[config.mk]
export PLATFORM = sky130hd
export DESIGN_NAME = ed2_tftlcd_bus_writer
export DESIGN_NICKNAME = d
export VERILOG_FILES = /design/src/rtl/ed2_tftlcd_pkg.sv /design/src/rtl/ed2_tftlcd_sync_fifo.sv /design/src/rtl/ed2_tftlcd_bus_writer.sv
export SDC_FILE = /design/constraint.sdc
export NUM_CORES = 1
export LEC_CHECK = 0
export CORE_AREA = 4 4 163 165
export CTS_BUF_LIST = sky130_fd_sc_hd__clkbuf_8
export CTS_CLUSTER_DIAMETER = 80
export CTS_CLUSTER_SIZE = 25
export DETAILED_ROUTE_END_ITERATION = 8
export DIE_AREA = 0 0 167 169
export GPL_ROUTABILITY_DRIVEN = 1
export PLACE_DENSITY = 0.74
export SLEW_MARGIN = 10
export SYNTH_ARGS = -nofsm -noshare
export SYNTH_HDL_FRONTEND = slang
export SYNTH_HIERARCHICAL = 1
export SYNTH_SLANG_ARGS = --single-unit
[constraint.sdc]
create_clock -name clk -period 7.64 [get_ports clk]
set_input_delay 1.528 -clock clk [delete_from_list [all_inputs] [get_ports clk]]
set_output_delay 1.528 -clock clk [all_outputs]
set_load 0.1 [all_outputs]
[src/rtl/ed2_tftlcd_pkg.sv]
// Shared definitions for the TFT LCD 8080-style bus writer: FSM states, register map, TIMING layout.
package ed2_tftlcd_pkg;

  typedef enum logic [1:0] {
    ST_IDLE,
    ST_SETUP,
    ST_STROBE,
    ST_HOLD
  } lcd_state_e;

  localparam logic [1:0] ADDR_CMD    = 2'd0;
  localparam logic [1:0] ADDR_DATA   = 2'd1;
  localparam logic [1:0] ADDR_TIMING = 2'd2;
  localparam logic [1:0] ADDR_STATUS = 2'd3;

  localparam logic [11:0] TIMING_RST = 12'h112;

  localparam int unsigned SETUP_LSB  = 0;
  localparam int unsigned STROBE_LSB = 4;
  localparam int unsigned HOLD_LSB   = 8;

  localparam int unsigned LEVEL_LSB  = 8;
  localparam int unsigned LEVEL_W    = 8;
  localparam int unsigned FULL_BIT   = 1;
  localparam int unsigned BUSY_BIT   = 0;

  localparam int unsigned REPEAT_W   = 16;

endpackage

[src/rtl/ed2_tftlcd_sync_fifo.sv]
// Single-clock show-ahead FIFO; DEPTH must be a power of two.
module ed2_tftlcd_sync_fifo #(
  parameter int unsigned WIDTH = 17,
  parameter int unsigned DEPTH = 16
) (
  input  logic                     clk,
  input  logic                     reset,
  input  logic                     push_i,
  input  logic [WIDTH-1:0]         wdata_i,
  input  logic                     pop_i,
  output logic [WIDTH-1:0]         rdata_o,
  output logic                     full_o,
  output logic                     empty_o,
  output logic [$clog2(DEPTH):0]   level_o
);

  localparam int unsigned AW = $clog2(DEPTH);
  localparam int unsigned LW = AW + 1;

  logic [WIDTH-1:0] mem_q [DEPTH];
  logic [AW-1:0]    wr_ptr_q;
  logic [AW-1:0]    rd_ptr_q;
  logic [LW-1:0]    count_q;
  logic             do_push;
  logic             do_pop;

  assign full_o  = (count_q == LW'(DEPTH));
  assign empty_o = (count_q == '0);
  assign do_push = push_i & ~full_o;
  assign do_pop  = pop_i & ~empty_o;
  assign rdata_o = mem_q[rd_ptr_q];
  assign level_o = count_q;

  always_ff @(posedge clk) begin
    if (reset) begin
      wr_ptr_q <= '0;
      rd_ptr_q <= '0;
      count_q  <= '0;
    end else begin
      if (do_push) wr_ptr_q <= wr_ptr_q + AW'(1);
      if (do_pop)  rd_ptr_q <= rd_ptr_q + AW'(1);
      count_q <= count_q + LW'(do_push) - LW'(do_pop);
    end
  end

  always_ff @(posedge clk) begin
    if (do_push) mem_q[wr_ptr_q] <= wdata_i;
  end

endmodule

[src/rtl/ed2_tftlcd_bus_writer.sv]
// Avalon-MM slave that drains a write FIFO into timed 8080-style LCD write cycles.
// Optional TFTLCD_PIXEL_REPEAT_EN: reg 3 write sets a repeat count for the next DATA push.
module ed2_tftlcd_bus_writer
  import ed2_tftlcd_pkg::*;
#(
  parameter int unsigned FIFO_DEPTH = 16,
  parameter int unsigned DATA_W     = 16,
  parameter int unsigned TIMING_W   = 4
) (
  input  logic              clk,
  input  logic              reset,
  input  logic [1:0]        address,
  input  logic              chipselect,
  input  logic              write_n,
  input  logic              read_n,
  input  logic [31:0]       writedata,
  output logic [31:0]       readdata,
  output logic              waitrequest,
  output logic              lcd_cs_n,
  output logic              lcd_rs,
  output logic              lcd_wr_n,
  output logic              lcd_rd_n,
  output logic [DATA_W-1:0] lcd_data
);

  localparam int unsigned LVL_W  = $clog2(FIFO_DEPTH) + 1;
  localparam int unsigned TREG_W = 3 * TIMING_W;
`ifdef TFTLCD_PIXEL_REPEAT_EN
  localparam int unsigned ENTRY_W = 1 + DATA_W + REPEAT_W;
`else
  localparam int unsigned ENTRY_W = 1 + DATA_W;
`endif

  typedef logic [TIMING_W-1:0] tfield_t;

  // Counter reload value for a phase; a zero field still lasts one clock.
  function automatic tfield_t phase_last(input logic [TREG_W-1:0] t, input int unsigned lsb);
    tfield_t f;
    f = t[lsb +: TIMING_W];
    return (f == '0) ? '0 : f - tfield_t'(1);
  endfunction

  logic              wr_acc;
  logic              fifo_sel;
  logic              push;
  logic              pop;
  logic              full;
  logic              empty;
  logic              busy;
  logic [LVL_W-1:0]  level;
  logic [ENTRY_W-1:0] push_entry;
  logic [ENTRY_W-1:0] pop_entry;
  logic              pop_rs;
  logic [DATA_W-1:0] pop_data;
  logic              unused_wdata;

  logic [TREG_W-1:0] timing_q;
  logic [TREG_W-1:0] snap_q, snap_d;
  lcd_state_e        state_q, state_d;
  tfield_t           cnt_q, cnt_d;
  logic              cs_n_q, cs_n_d;
  logic              wr_n_q, wr_n_d;
  logic              rs_q, rs_d;
  logic [DATA_W-1:0] data_q, data_d;

  assign wr_acc       = chipselect & ~write_n;
  assign fifo_sel     = wr_acc & ~address[1];
  assign push         = fifo_sel & ~full;
  assign waitrequest  = fifo_sel & full;
  assign busy         = ~empty | (state_q != ST_IDLE);
  assign unused_wdata = ^{1'b0, writedata};

  assign pop_rs   = pop_entry[ENTRY_W-1];
  assign pop_data = pop_entry[ENTRY_W-2 -: DATA_W];

`ifdef TFTLCD_PIXEL_REPEAT_EN
  logic [REPEAT_W-1:0] repeat_q;
  logic [REPEAT_W-1:0] rep_q, rep_d;
  logic [REPEAT_W-1:0] pop_cnt;

  assign pop_cnt    = pop_entry[REPEAT_W-1:0];
  assign push_entry = {address[0], writedata[DATA_W-1:0],
                       address[0] ? repeat_q : REPEAT_W'(1)};

  // Pending repeat count applies to the next DATA push only.
  always_ff @(posedge clk) begin
    if (reset) begin
      repeat_q <= REPEAT_W'(1);
    end else if (wr_acc && address == ADDR_STATUS) begin
      repeat_q <= writedata[REPEAT_W-1:0];
    end else if (push && address[0]) begin
      repeat_q <= REPEAT_W'(1);
    end
  end
`else
  assign push_entry = {address[0], writedata[DATA_W-1:0]};
`endif

  ed2_tftlcd_sync_fifo #(
    .WIDTH (ENTRY_W),
    .DEPTH (FIFO_DEPTH)
  ) u_fifo (
    .clk     (clk),
    .reset   (reset),
    .push_i  (push),
    .wdata_i (push_entry),
    .pop_i   (pop),
    .rdata_o (pop_entry),
    .full_o  (full),
    .empty_o (empty),
    .level_o (level)
  );

  always_ff @(posedge clk) begin
    if (reset) begin
      timing_q <= TREG_W'(TIMING_RST);
    end else if (wr_acc && address == ADDR_TIMING) begin
      timing_q <= writedata[TREG_W-1:0];
    end
  end

  always_comb begin
    readdata = '0;
    if (chipselect && !read_n) begin
      case (address)
        ADDR_TIMING: readdata = 32'(timing_q);
        ADDR_STATUS: begin
          readdata[LEVEL_LSB +: LEVEL_W] = LEVEL_W'(level);
          readdata[FULL_BIT]             = full;
          readdata[BUSY_BIT]             = busy;
        end
        default: readdata = '0;
      endcase
    end
  end

  // Phase sequencing; a pop loads the entry and snapshots TIMING for its whole cycle.
  always_comb begin
    state_d = state_q;
    cnt_d   = cnt_q;
    snap_d  = snap_q;
    cs_n_d  = cs_n_q;
    wr_n_d  = wr_n_q;
    rs_d    = rs_q;
    data_d  = data_q;
    pop     = 1'b0;
`ifdef TFTLCD_PIXEL_REPEAT_EN
    rep_d   = rep_q;
`endif
    unique case (state_q)
      ST_IDLE: pop = ~empty;
      ST_SETUP: begin
        if (cnt_q == '0) begin
          state_d = ST_STROBE;
          cnt_d   = phase_last(snap_q, STROBE_LSB);
          wr_n_d  = 1'b0;
        end else begin
          cnt_d = cnt_q - tfield_t'(1);
        end
      end
      ST_STROBE: begin
        if (cnt_q == '0) begin
          state_d = ST_HOLD;
          cnt_d   = phase_last(snap_q, HOLD_LSB);
          wr_n_d  = 1'b1;
        end else begin
          cnt_d = cnt_q - tfield_t'(1);
        end
      end
      ST_HOLD: begin
        if (cnt_q != '0) begin
          cnt_d = cnt_q - tfield_t'(1);
        end
`ifdef TFTLCD_PIXEL_REPEAT_EN
        else if (rep_q != '0) begin
          rep_d   = rep_q - REPEAT_W'(1);
          state_d = ST_SETUP;
          cnt_d   = phase_last(snap_q, SETUP_LSB);
        end
`endif
        else if (!empty) begin
          pop = 1'b1;
        end else begin
          state_d = ST_IDLE;
          cs_n_d  = 1'b1;
        end
      end
      default: state_d = ST_IDLE;
    endcase
    if (pop) begin
      state_d = ST_SETUP;
      snap_d  = timing_q;
      cnt_d   = phase_last(timing_q, SETUP_LSB);
      cs_n_d  = 1'b0;
      wr_n_d  = 1'b1;
      rs_d    = pop_rs;
      data_d  = pop_data;
`ifdef TFTLCD_PIXEL_REPEAT_EN
      rep_d   = (pop_cnt == '0) ? '0 : pop_cnt - REPEAT_W'(1);
`endif
    end
  end

  always_ff @(posedge clk) begin
    if (reset) begin
      state_q <= ST_IDLE;
      cnt_q   <= '0;
      snap_q  <= TREG_W'(TIMING_RST);
      cs_n_q  <= 1'b1;
      wr_n_q  <= 1'b1;
      rs_q    <= 1'b0;
      data_q  <= '0;
`ifdef TFTLCD_PIXEL_REPEAT_EN
      rep_q   <= '0;
`endif
    end else begin
      state_q <= state_d;
      cnt_q   <= cnt_d;
      snap_q  <= snap_d;
      cs_n_q  <= cs_n_d;
      wr_n_q  <= wr_n_d;
      rs_q    <= rs_d;
      data_q  <= data_d;
`ifdef TFTLCD_PIXEL_REPEAT_EN
      rep_q   <= rep_d;
`endif
    end
  end

  assign lcd_cs_n = cs_n_q;
  assign lcd_wr_n = wr_n_q;
  assign lcd_rs   = rs_q;
  assign lcd_data = data_q;
  assign lcd_rd_n = 1'b1;

endmodule

**After elaboration in Yosys (flattened, before gate mapping)**

Memories as Yosys holds them, arrays and structs flattened. A register that Yosys moved wholly into a read port is not among the register bits.
Cells that the tools add are included.

- Eq/ne operators: 16
- Add/sub/neg operators: 8
- Reductions and logical operators: 22
- Bitwise logic cells: 11
- Muxes and demuxes: 30

Operators by type and width:

| operator | count |
|---|---|
| $mux 4 | 7 |
| $logic_not 4->1 | 4 |
| $sub 4x1->4 const B | 4 |
| $ne 3x2->1 const B | 5 |
| $mux 13 | 1 |
| $pmux 4 s3 | 1 |
| $mux 1 | 11 |
| $pmux 5 s2 | 1 |
| $reduce_and 5->1 | 2 |
| $add 4x1->4 const B | 2 |
| $eq 2x2->1 const B | 4 |
| $mux 2 | 4 |
| $ne 2x2->1 const B | 4 |
| $reduce_bool 2->1 | 4 |
| $reduce_bool 4->1 | 2 |
| $and 1x1->1 | 6 |
| $mux 6 | 1 |
| $pmux 2 s3 | 1 |
| $reduce_and 3->1 | 2 |
| $add 5x1->5 | 1 |
| $eq 5x5->1 const B | 1 |
| $logic_not 5->1 | 1 |
| $sub 5x1->5 | 1 |
| $not 1->1 | 4 |
| 11 further kinds | 13 |

- RAM bits: 272
- Logic and storage cells: 98
- Input port bits: 39
- Register bits after elaboration: 45
- Memories: 1

Memories:

| name | words | bits a word | rd ports | clocked after Yosys merged registers in | write ports | line | RTL |
|---|---|---|---|---|---|---|---|
| u_fifo.mem_q | 16 | 17 | 1 | 1 | 1 | ed2_tftlcd_sync_fifo.sv:20 | `logic [WIDTH-1:0] mem_q [DEPTH];` |

**Depth between registers and ports, before layout**

- Word-level depth: 7
- Depth in mapped cells: 19

**By module**

The synthesis kept the hierarchy.

By module, submodules not included:

| module | area each (um2) | instances | cells an instance |
|---|---|---|---|
| ed2_tftlcd_sync_fifo | 11143.2 | 1 | 526 |
| ed2_tftlcd_bus_writer | 2452.4 | 1 | 324 |

**Least setup slack after synthesis**

OpenSTA, ideal clock, no wires.

- Kind: input -> output
- From: in write_n
- To: out waitrequest
- Data arrival time: 4.441 ns
- Path buffers: 0
- Cell stages on the path: 1
- Path slack: 1.671 ns
- Required time: 6.112 ns
- Cells stage by stage: nor4bb_1

- Cells in the longest elaborated chain, start to end: 4

Ends and longest elaborated chain:

| item | line | RTL |
|---|---|---|
| start: declaration | ed2_tftlcd_bus_writer.sv:14 | `input logic write_n,` |
| $not 1->1 | ed2_tftlcd_bus_writer.sv:66 | `assign wr_acc = chipselect & ~write_n;` |
| $and 1x1->1 | ed2_tftlcd_bus_writer.sv:66 |  |
| $and 1x1->1 | ed2_tftlcd_bus_writer.sv:67 | `assign fifo_sel = wr_acc & ~address[1];` |
| $and 1x1->1 | ed2_tftlcd_bus_writer.sv:69 | `assign waitrequest = fifo_sel & full;` |
| end: declaration | ed2_tftlcd_bus_writer.sv:18 | `output logic waitrequest,` |

Every way passes these cells.

**Final worst setup path**

- From: in address[0]
- To: out readdata[7]

- Cells in the longest elaborated chain, start to end: 3

Ends and longest elaborated chain:

| item | line | RTL |
|---|---|---|
| start: declaration | ed2_tftlcd_bus_writer.sv:12 | `input logic [1:0] address,` |
| $eq 2x2->1 | ed2_tftlcd_bus_writer.sv:125 | `case (address)` |
| $mux 6 | ed2_tftlcd_bus_writer.sv:125 |  |
| $mux 13 | ed2_tftlcd_bus_writer.sv:124 | `if (chipselect && !read_n) begin` |
| end: declaration | ed2_tftlcd_bus_writer.sv:17 | `output logic [31:0] readdata,` |

Every way passes these cells.

==> results.md <==
* WP data arrival at 4.42 ns
* Iteration-0 DRC Markers at between 600 and 700
* WP data required at around 6.1 ns
* Max-Cap Viols at 0
* Most frequent cell after synthesis: edfxtp_1
* Hold/Removal Path Class: flop to flop
* Peak VDD IR at ~0.25 mV
* Routed wire per std cell at between 20 and 25 um
* Fin crit period at 5.953 ns
* TritonCTS Sinks at 334
* Largest net degree at the start of global routing at 69
* Post-Synth Adder-Cell Area at 0.01896
* CTS H-tree depth at 1
* Die Ht at 169 um
* Startpoint type of the worst setup path: input pin
* Via count at 7360
* CTS resizes at 0
* Antenna Diode Count at 0
* Fin. max-slew vios at 0
* GRT overflow at 0
* Initial core utilization at 0.5430
* Top cells by count, synth: edfxtp_1, nand2_1, dfxtp_1
* Area growth syn-to-layout at 9.056%
* Total Nets Final at 961
* Crit path capture type: primary output
* # port buffers at 55
* Fmax at 168.0 MHz
* Syn. warnings at 6
* First-pass GRT wire length at 43.27 mm
* Post-DRT Antenna Nets at 0
* Placed Area at approximately 14000 um2
* Die ar. at around 28000 um2
* Final setup TNS at 0 ns
* Async set-reset flop share out of synthesis at 0
* CTS Hold Buffers Added at 0
* Post-synth EDFFs at roughly 270
* Register area share after synthesis at 0.6921
* Final core utilization at 0.5922
* Die X at 167 um
* Worst slack, placed at 1.698 ns
* Cell area after layout at 14830 um2
* Syn Area/Cell at between 15 and 20 um2
* Clock transition at path regs at 0.14 ns
* Core Box Area at roughly 25000 um2
* Main flop type after synthesis: edfxtp_1
* GPL Wtd Cong at 0.7981
* Yosys top cell by area: edfxtp_1
* Max clock buf depth at 3
* Via density at 5.916
* CTS tree: done
* First-pass detailed-route iteration total at 5
* RSZ-0062 raised after global routing: false
* Status: completed
* #FFs+latches synth at 334
* Largest family of logic cells by synthesized area: multiplexers
* Crit Path Max Fanout at 27
* Simple-Gate Fraction of Synth Area at 0.07454
* Row cnt at 58
* Mapped Area at 13600 um2
* Synth top area share at 0.6008
* Total GRT Usage at 0.2002
* Final Cycle Share at 0.7791
* Clock Skews at approximately 0.028 ns
* Drt total wl at 28.18 mm
* Final worst setup slack at 1.687 ns
* Post-CTS Setup Inserts at 0
* Compound-cell area share of the yosys netlist at 0.05237
* Vias in the first global route at 7366
* Detailed-route DRC error count at 0
* Critical path class: input pin to primary output
* # setup viols final at 0
* Synth Instances at 850
* Slew @ Worst Pin at 1.192 ns
* TritonCTS buffer count at 18
* I/O pin cnt at 92
* Leakage at 0.004759 uW
* CTS root buffer: clkbuf_8
* Detail Placement HPWL at 17.34 mm
* Clk_lat worst skew at 0.56 ns
* Power Density at 298.0 nW/um2
* Slew headroom at 0.2056
* Xor/xnor share of the synthesized area at 0.006442
* Antenna violations before repair at 3
* Final hold viol count at 0
* Unique masters post-synth at 56
* Mux contribution to synthesized area at 0.1213
* Hold WS at 0.4640 ns
* Layout cells sized above 1 at 0.1335
* Top post-synthesis cells by area: edfxtp_1, mux4_2, dfxtp_1
## layout make-up
class | count | area [um2]
fillers | 1909 | 10210
flip-flops and latches | 334 | 9414
multi-input cells | 448 | 3836
repair buffers | 77 | 710.7
well taps | 330 | 412.9
clock buffers | 19 | 261.5
clock inverters | 13 | 105.1
inverters | 23 | 86.33
## per-stage QoR
step,total power [uW],cells
after floorplan,3329,868
after global placement,3634,1212
after detailed placement,3656,1212
after CTS,4452,1244
after global routing,4647,1244
final,4418,1244
## critical path, stage by stage
cell,delay [ns]
clkdlybuf4s50_1,0.93
nor2_1,0.63
and2_1,0.21
clkdlybuf4s50_1,1.13
## per-layer routing
| metal | share of wire | track usage | vias to the layer above | wire length [um] |
|---|---|---|---|---|
| met4 | 0.016 | 0.03486 | 6 | 446 |
| met5 | 0.0015 | 0 | - | 42 |
| met1 | 0.41 | 0.2719 | 3762 | 11630 |
| met2 | 0.50 | 0.3496 | 235 | 14160 |
| met3 | 0.067 | 0.03410 | 41 | 1893 |
| li1 | - | - | 3316 | - |
## power by group
group          leakage [uW]  switching [uW]  internal (uW)
combinational       0.00160             970            503
sequential          0.00295            76.5           2060
clock              0.000204             532            280
## worst paths after layout
| check | startpoint | end | slack [ns] | depth (start not counted) |
|---|---|---|---|---|
| max | address[0] | readdata[7] | 1.69 | 4 |
| min reg2reg | lcd_data[11] | lcd_data[11] | 0.46 | 2 |
| min | lcd_data[11] | lcd_data[11] | 0.46 | 2 |
| max reg2reg | u_fifo/level_o[2] | u_fifo/level_o[4] | 3.31 | 14 |
## flip-flops by register name, summed over array words and instances (netlist names), named ones only
| signal | flops |
|---|---|
| cnt_q | 4 |
| lcd_wr_n | 1 |
| u_fifo/level_o | 5 |
| lcd_cs_n | 1 |
| snap_q | 8 |
| u_fifo/rd_ptr_q | 4 |
| timing_q | 12 |
| state_q | 2 |
| u_fifo/mem_q | 272 |
| lcd_rs | 1 |
| lcd_data | 16 |
| u_fifo/wr_ptr_q | 4 |
## cell usage in the layout, fill, tap and decap left out, types with 4 or more instances in the layout
cell type          n
nand2b_1           6
dfxtp_1           60
xnor2_1            5
mux2i_1            8
mux4_2            58
edfxtp_1         272
clkdlybuf4s50_1   54
xor2_1             5
nor4_2             4
nor3b_1            5
inv_1             29
nor2_1            35
nor2_2             4
nor3_1             9
nand2_1          100
and2_1            15
buf_4             22
ha_1              19
a22oi_1           34
o21ai_0           10
mux4_1            10
clkbuf_8          19
nand3b_1           6
a21oi_1           46
conb_1            20
nand3_1            7
nor2b_1            6
## cells by family (layout without fill, tap and decap cells)
group,after synthesis,in the layout
and+or+nand+nor,212,212
adders and majority gates,20,20
DFF,334,334
other,2,20
AOI/OAI and AO/OA,110,110
xor gates and xnor gates,10,10
buffers and inverters,86,132
muxes,76,76
Power figures use the tool's default switching activity.
